--- src/rtl/dcache_dm_responder.sv ---
// Direct-mapped, write-back, write-allocate data cache with 256-bit lines.
// Answers the MEM-stage data port and fills/evicts whole lines over pmem_*.
module dcache_dm_responder #(
    parameter int unsigned S_INDEX  = 3,
    parameter int unsigned S_OFFSET = 5
) (
    input  logic         clk,
    input  logic         rst,
    input  logic         data_read,
    input  logic         data_write,
    input  logic [3:0]   data_mbe,
    input  logic [31:0]  data_addr,
    input  logic [31:0]  data_wdata,
    output logic         data_resp,
    output logic [31:0]  data_rdata,
    output logic         pmem_read,
    output logic         pmem_write,
    output logic [31:0]  pmem_address,
    output logic [255:0] pmem_wdata,
    input  logic [255:0] pmem_rdata,
    input  logic         pmem_resp
);

    localparam int unsigned S_TAG = 32 - S_INDEX - S_OFFSET;
    localparam int unsigned SETS  = 1 << S_INDEX;
    localparam int unsigned WORDS = 8;

    typedef enum logic [1:0] {
        ST_IDLE,
        ST_WRITEBACK,
        ST_ALLOCATE
    } state_t;

    state_t r_state;
    state_t w_next_state;

    logic [SETS-1:0]            r_valid;
    logic [SETS-1:0]            r_dirty;
    logic [S_TAG-1:0]           r_tag  [SETS];
    logic [WORDS-1:0][31:0]     r_data [SETS];

    logic [S_TAG-1:0]   w_tag;
    logic [S_INDEX-1:0] w_index;
    logic [2:0]         w_word;
    logic               w_req;
    logic               w_hit;
    logic               w_store_hit;
    logic               w_wb_done;
    logic               w_fill_done;
    logic               w_unused;

    // Request address decode; byte-in-word bits carry no meaning here
    assign w_tag    = data_addr[31 -: S_TAG];
    assign w_index  = data_addr[S_OFFSET +: S_INDEX];
    assign w_word   = data_addr[4:2];
    assign w_unused = ^data_addr[1:0];

    assign w_req       = data_read | data_write;
    assign w_hit       = r_valid[w_index] & (r_tag[w_index] == w_tag);
    // read+write together is resolved as a store
    assign w_store_hit = (r_state == ST_IDLE) & w_req & w_hit & data_write;
    assign w_wb_done   = (r_state == ST_WRITEBACK) & pmem_resp;
    assign w_fill_done = (r_state == ST_ALLOCATE) & pmem_resp;

    // State register and per-set valid/dirty bits
    always_ff @(posedge clk) begin
        if (rst) begin
            r_state <= ST_IDLE;
            r_valid <= '0;
            r_dirty <= '0;
        end else begin
            r_state <= w_next_state;
            if (w_store_hit) begin
                r_dirty[w_index] <= 1'b1;
            end
            if (w_wb_done) begin
                r_dirty[w_index] <= 1'b0;
            end
            if (w_fill_done) begin
                r_valid[w_index] <= 1'b1;
                r_dirty[w_index] <= 1'b0;
            end
        end
    end

    // Tag and line storage: byte-merge on store hits, whole-line load on fills
    always_ff @(posedge clk) begin
        if (!rst) begin
            if (w_store_hit) begin
                for (int i = 0; i < 4; i++) begin
                    if (data_mbe[i]) begin
                        r_data[w_index][w_word][i*8 +: 8] <= data_wdata[i*8 +: 8];
                    end
                end
            end
            if (w_fill_done) begin
                r_data[w_index] <= pmem_rdata;
                r_tag[w_index]  <= w_tag;
            end
        end
    end

    // Next-state and output decode; responses are combinational for 0-cycle hits
    always_comb begin
        w_next_state = r_state;
        data_resp    = 1'b0;
        data_rdata   = '0;
        pmem_read    = 1'b0;
        pmem_write   = 1'b0;
        pmem_address = '0;
        pmem_wdata   = '0;

        case (r_state)
            ST_IDLE: begin
                if (w_req) begin
                    if (w_hit) begin
                        data_resp = 1'b1;
                        if (!data_write) begin
                            data_rdata = r_data[w_index][w_word];
                        end
                    end else if (r_valid[w_index] && r_dirty[w_index]) begin
                        w_next_state = ST_WRITEBACK;
                    end else begin
                        w_next_state = ST_ALLOCATE;
                    end
                end
            end
            ST_WRITEBACK: begin
                pmem_write   = 1'b1;
                pmem_address = {r_tag[w_index], w_index, {S_OFFSET{1'b0}}};
                pmem_wdata   = r_data[w_index];
                if (pmem_resp) begin
                    w_next_state = ST_ALLOCATE;
                end
            end
            ST_ALLOCATE: begin
                pmem_read    = 1'b1;
                pmem_address = {data_addr[31:S_OFFSET], {S_OFFSET{1'b0}}};
                if (pmem_resp) begin
                    w_next_state = ST_IDLE;
                end
            end
            default: begin
                w_next_state = ST_IDLE;
            end
        endcase
    end

endmodule

--- config.mk ---
export PLATFORM = sky130hd
export DESIGN_NAME = dcache_dm_responder
export DESIGN_NICKNAME = d
export VERILOG_FILES = /design/src/rtl/dcache_dm_responder.sv
export SDC_FILE = /design/constraint.sdc
export NUM_CORES = 2
export LEC_CHECK = 0
export BUFFER_PORTS_ARGS = -buffer_cell sky130_fd_sc_hd__buf_2
export CAP_MARGIN = 15
export CORE_MARGIN = 1.5
export CORE_UTILIZATION = 40
export DETAILED_ROUTE_END_ITERATION = 12
export PLACE_DENSITY = 0.54
export SLEW_MARGIN = 30
export SYNTH_ARGS = -nofsm -noshare
export SYNTH_HDL_FRONTEND = slang
export SYNTH_SLANG_ARGS = --single-unit
--- constraint.sdc ---
create_clock -name clk -period 4.8 [get_ports clk]
set_clock_uncertainty 0.05 [all_clocks]
set_input_delay 0.48 -clock clk [delete_from_list [all_inputs] [get_ports clk]]
set_output_delay 0.48 -clock clk [all_outputs]
set_load 0.02 [all_outputs]
# Word level (Yosys, flattened, before mapping)
# Memories as Yosys holds them, arrays and structs flattened.
# Index checks and enable logic that the tools add are counted.
# word_totals
ff_bits,18
mem_bits_rw,2240
output_inout_bits,323
word_cells,2138
mem_count,2
# op_classes
n_lt_le_gt_ge,4
n_eq_ne,7
n_mux,1081
n_bitwise,1036
n_reduce_logical,5
# mem_list
name,words,width,read_ports,rd_clocked_by_memory_dff,wr,line,source
r_data,8,256,1,0,1,40,logic [WORDS-1:0][31:0] r_data [SETS];
r_tag,8,24,1,0,1,39,logic [S_TAG-1:0] r_tag [SETS];
# op_table
op,count
2-to-1 mux 256 bit,5
2-to-1 mux 1 bit,1047
OR 1 bit,1025
demux 32 bit (select 3 bit),4
2-to-1 mux 32 bit,6
binary-select mux 32 bit (select 3 bit),1
one-hot mux 32 bit (2 select lines),1
2-to-1 mux 8 bit,6
equality test 24 bit,1
2-to-1 mux 24 bit,1
bitwise AND 8 bit,2
2-to-1 mux 16 bit,1
OR 8 bit,2
2-to-1 mux 2 bit,5
"less-than comparator 3 x 4 -> 1 bit, second input constant",2
"inequality test 2 bit, second input constant",4
inverter 8 bit,1
bitwise AND 1 bit,6
binary-select mux 1 bit (select 3 bit),2
">= comparator 3 x 1 -> 1 bit, second input constant",2
one-hot mux 2 bit (3 select lines),1
AND reduction 4 bit,1
demux 1 bit (select 3 bit),1
logical AND 1 bit,3
3 further kinds,3

# Depth between registers and ports, before layout
# logic_depth
depth_word,12
ltp_mapped,16

# Worst setup path after synthesis
# OpenSTA, ideal clock, no wires.
# synth_timing
kind,input port to flip-flop
from,input data_addr[7]
to,"memory r_data[0][0] (netlist name), enable pin"
setup_ns,0.384
arrival_ns,3.655
required_ns,4.366
path_slack_ns,0.711
cell_stages,12
n_path_buf,4
cell_sequence,buf_2 buf_2 buf_2 mux2_2 o22ai_1 nor3_1 nor4b_1 nand4_1 nor4_4 nand3_2 clkbuf_1 o21ai_0
# synth_via
elab_chain_len,12
word_cells_on_any_way,23
cone_classes,1 x eq/ne; 14 x mux; 7 x bitwise; 1 x memory
# synth_rtl
element,line,source
start: declaration,12,"input logic [31:0] data_addr,"
memory (8 x 24 bit) or binary-select mux 1 bit (select 3 bit) (tied branches),n/a,
equality test 24 bit or 2-to-1 mux 1 bit (tied branches),59,assign w_hit = r_valid[w_index] & (r_tag[w_index] == w_tag);
bitwise AND 1 bit,59,
bitwise AND 1 bit (2 in a row),61,assign w_store_hit = (r_state == ST_IDLE) & w_req & w_hit & data_write;
2-to-1 mux 1 bit,89,if (w_store_hit) begin
2-to-1 mux 1 bit,88,if (!rst) begin
2-to-1 mux 256 bit (implied by the code),92,r_data[w_index][w_word][i*8 +: 8] <= data_wdata[i*8 +: 8];
OR 1 bit (no line) (4 in a row),n/a,
end: declaration,40,
# Several ways; a longest one is shown, not always the timed one. The select of a mux whose other input is x is not followed.

# Worst setup path in the final report
# layout_timing
from,memory r_tag[7][7] (netlist name)
to,output data_rdata[11]
# layout_via
elab_chain_len,6
# layout_rtl
element,line,source
start: declaration,39,
memory (8 x 24 bit),n/a,
equality test 24 bit,59,
bitwise AND 1 bit,59,
2-to-1 mux 32 bit,116,if (w_hit) begin
2-to-1 mux 32 bit,115,if (w_req) begin
2-to-1 mux 32 bit,113,case (r_state)
end: declaration,15,"output logic [31:0] data_rdata,"
# Every way passes these cells.

==> flow_metrics.env <==
export IMPL_status="finished, violations left"
export IMPL_violations="setup timing"
export IMPL_power_mw=44.1
export IMPL_start_util=0.402
export IMPL_cts_path_max_buffers=3
export IMPL_worst_pin_slew_ns=1.13
export IMPL_syn_inst=5734
export IMPL_antenna_found_initial=70
export IMPL_setup_ws_ns=-0.0189
export IMPL_synth_edff_count=2240
export IMPL_r2r_cells=12
export IMPL_vias=65877
export IMPL_grt_pass1_vias=60731
export IMPL_period_minus_slack_ns=4.82
export IMPL_die_h_um=480
export IMPL_cts_tree="yes"
export IMPL_gp_congestion=1.02
export IMPL_power_frac_seq=0.498
export IMPL_synthesis_area_um2=91100
export IMPL_yosysSeqAreaShare=0.742
export IMPL_met1_length_mm=149
export IMPL_cp_cell_sequence="mux4_2 -> mux2_2 -> xnor2_1 -> nand4_1 -> or4_4 -> nor4_4 -> nand3b_1 -> buf_12 -> a31oi_2 -> buf_4 -> buf_2"
export IMPL_synthArstFlopShare=0
export IMPL_relSlewSlack=0.238
export IMPL_drive_above_1_share=0.286
export IMPL_ys_ff_latch=2258
export IMPL_finalSetupViolCount=2
export IMPL_vias_per_cell=6.43
export IMPL_cp_arrival_ns=4.29
export IMPL_num_nets_final=7310
export IMPL_fin_area_um2=111000
export IMPL_grt_max_degree=87
export IMPL_ant_nets=0
export IMPL_p_sw_mw=11.1
export IMPL_cp_start_kind="flop"
export IMPL_topRoutingLayerUsed="met5"
export IMPL_yosysWarnings=0
export IMPL_avgSynthCellArea_um2=15.9
export IMPL_fmax_mhz=208
export IMPL_boundaryPins=652
export IMPL_drt_total_wl_mm=425
export IMPL_syn_to_final_growth_pct=22.3
export IMPL_drc=0
export IMPL_clk_insertion_delay_late_ns=0.92
export IMPL_fin_cells=10250
export IMPL_numCtsBuffers=229
export IMPL_routed_wl_met3_mm=53.5
export IMPL_hold_violations=0
export IMPL_firstDrtPassIters=7
export IMPL_post_route_util=0.491
export IMPL_finalCritPeriodShare=1.00
export IMPL_min_from="pmem_rdata[253]"
export IMPL_maxSlewViolCount=0
export IMPL_clk_pin_slew_ns=0.07
export IMPL_first_iter_violations=10471
export IMPL_final_common_cell="edfxtp_1"
export IMPL_vdd_drop_max_mv=0.412
export IMPL_p_clk_frac=0.405
export IMPL_cp_end_kind="output port"
export IMPL_drv_cap=0
export IMPL_dp_hpwl_mm=297
export IMPL_r2r_end="r_data[2][61]$_DFFE_PP_"
export IMPL_ys_flop_type="edfxtp_1"
export IMPL_most_common_layout_cells="2240 x edfxtp_1, 678 x buf_4, 639 x buf_2, 357 x a22oi_1, 322 x o21ai_0"
export IMPL_overflow=0
export IMPL_leakagePower_nw=39.9
export IMPL_reg2reg_slack_ns=0.68
export IMPL_holdPathEnd="r_data[7][253]$_DFFE_PP_"
export IMPL_row_count=175
export IMPL_whs_ns=0.0254
export IMPL_r2r_start="r_tag[7][7]$_DFFE_PP_"
export IMPL_grt_pass1_wl_mm=554
export IMPL_path_max_fanout=15
export IMPL_critical_path_required_ns=4.27
export IMPL_critPathSlowestCell="or4_4"
export IMPL_p_comb_frac=0.097
export IMPL_core_area_um2=227000
export IMPL_criticalPathCategory="reg -> out"
export IMPL_worst_path_largest_cell_delay_ns=0.49
export IMPL_die_area_um2=231000
export IMPL_hold_depth=2
export IMPL_portBuffers=644
export IMPL_routedWlPerCell_um=41.4
export IMPL_cts_sinks=2258
export IMPL_pwr_density_cell_nw_per_um2=396
export IMPL_tns_ns=-0.0330
export IMPL_met2WireLength_mm=183
export IMPL_die_w_um=480
export IMPL_synth_distinct_cells=67
export IMPL_switching_share=0.251
export IMPL_cts_htree_levels=4
export IMPL_dp_cells=9645
export IMPL_clockRootBuffer="clkbuf_16"
export IMPL_hp_class="in -> reg"
export IMPL_power_internal_mw=33.1
export IMPL_place_ws_ns=-0.0537
export IMPL_track_usage=0.361
export IMPL_postPlaceCellArea_um2=103000
export IMPL_rsz0062_at_grt="true"
-- sequential cells by signal, summed over array words and instances (netlist names) --
signal,flops
r_tag,192
r_state,2
r_dirty,8
r_valid,8
r_data,2048
-- synth_stat cells (5+ instances only) --
cell type / n / area share
o21a_1: 7 / 0.00058
a222oi_1: 17 / 0.0019
a221oi_1: 231 / 0.022
nand3_1: 11 / 0.00060
a22oi_1: 357 / 0.029
edfxtp_1: 2240 / 0.74
and4_1: 15 / 0.0014
o22ai_1: 72 / 0.0049
nand4_1: 20 / 0.0014
o211a_1: 7 / 0.00077
mux2i_1: 166 / 0.018
nor3_1: 22 / 0.0012
inv_1: 14 / 0.00058
nor2_1: 320 / 0.013
a22o_1: 63 / 0.0061
and3_1: 42 / 0.0029
buf_2: 87 / 0.0048
buf_1: 90 / 0.0037
xnor2_1: 6 / 0.00058
clkbuf_1: 285 / 0.012
a211o_1: 7 / 0.00067
buf_4: 10 / 0.00082
o31ai_1: 5 / 0.00041
a211oi_1: 26 / 0.0021
a221o_1: 54 / 0.0059
o21ai_0: 343 / 0.019
a21o_1: 268 / 0.022
xor2_1: 8 / 0.00077
mux2_2: 166 / 0.021
and2_1: 137 / 0.0094
dfxtp_1: 18 / 0.0040
a21oi_1: 175 / 0.0096
nor2b_1: 26 / 0.0018
o211ai_1: 21 / 0.0017
nand2_1: 211 / 0.0087
a31oi_1: 32 / 0.0022
or2_2: 7 / 0.00048
o221ai_1: 6 / 0.00058
mux4_2: 77 / 0.019
-- power groups by stage --
| stage | registers, mW | clock network, mW | logic [mW] |
|---|---|---|---|
| after global routing | 22.0 | 18.6 | 4.27 |
| after floorplan | 22.4 | 0 | 1.55 |
| final | 22.0 | 17.9 | 4.27 |
| after detailed placement | 22.4 | 0 | 4.00 |
| after global placement | 22.4 | 0 | 3.96 |
| after CTS | 22.0 | 17.9 | 4.09 |
-- worst max-delay path, delay by kind of cell, from the launching register on --
kind / cells / cell delay (ns)
simple gates: 4 / 1.07
mux: 2 / 0.78
buf+inv: 3 / 0.59
flops: 1 / 0.37
compound gates: 1 / 0.35
xor+xnor: 1 / 0.15
-- final cells by class --
type | count | area, um2
antenna | 66 | 165
clock buffer | 264 | 5930
clock inverter | 164 | 1510
fill | 19614 | 115000
inverter | 18 | 78.8
multi-input combinational | 2987 | 21800
sequential | 2258 | 67600
tap | 3009 | 3760
timing repair buffer | 1484 | 10500
-- how the worst max path moves through the flow --
stage / cells after the start / endpoint / start
2_1_floorplan: 12 / r_data[0][0]$_DFFE_PP_ / data_addr[7]
3_3_place_gp: 15 / data_rdata[9] / data_addr[7]
3_5_place_dp: 15 / data_rdata[9] / data_addr[7]
4_1_cts: 12 / data_rdata[23] / r_tag[7][7]$_DFFE_PP_
5_1_grt: 11 / data_rdata[13] / r_tag[6][7]$_DFFE_PP_
6_report: 11 / data_rdata[11] / r_tag[7][7]$_DFFE_PP_
-- layer usage --
layer,GRT usage,vias to the layer above
li1,-,25623
met3,0.120,1232
met5,0,-
met1,0.444,33672
met4,0.294,20
met2,0.517,5330
-- cells by family (layout without fill, tap and decap cells) --
kind of cell               count (synthesis)  count (layout)  synth area share
muxes                                    409             409            0.0578
other                                      1              71         0.0000412
AOI/OAI and AO/OA                       1714            1714             0.132
and+or+nand+nor                          842             842            0.0440
xor gates and xnor gates                  14              14           0.00135
DFF                                     2258            2258             0.742
adders and majority gates                  3               3          0.000412
buffers and inverters                    493            1930            0.0220
-- repair_timing --
item,CTS,global route
hold buffers,108,0
cloned,0,0
buffers inserted,3,0
pin swaps,1,0
gates resized for setup,12,12
setup endpoints to repair,23,15
hold endpoints to repair,814,0
Note: power is estimated with default switching activity, not from simulation.
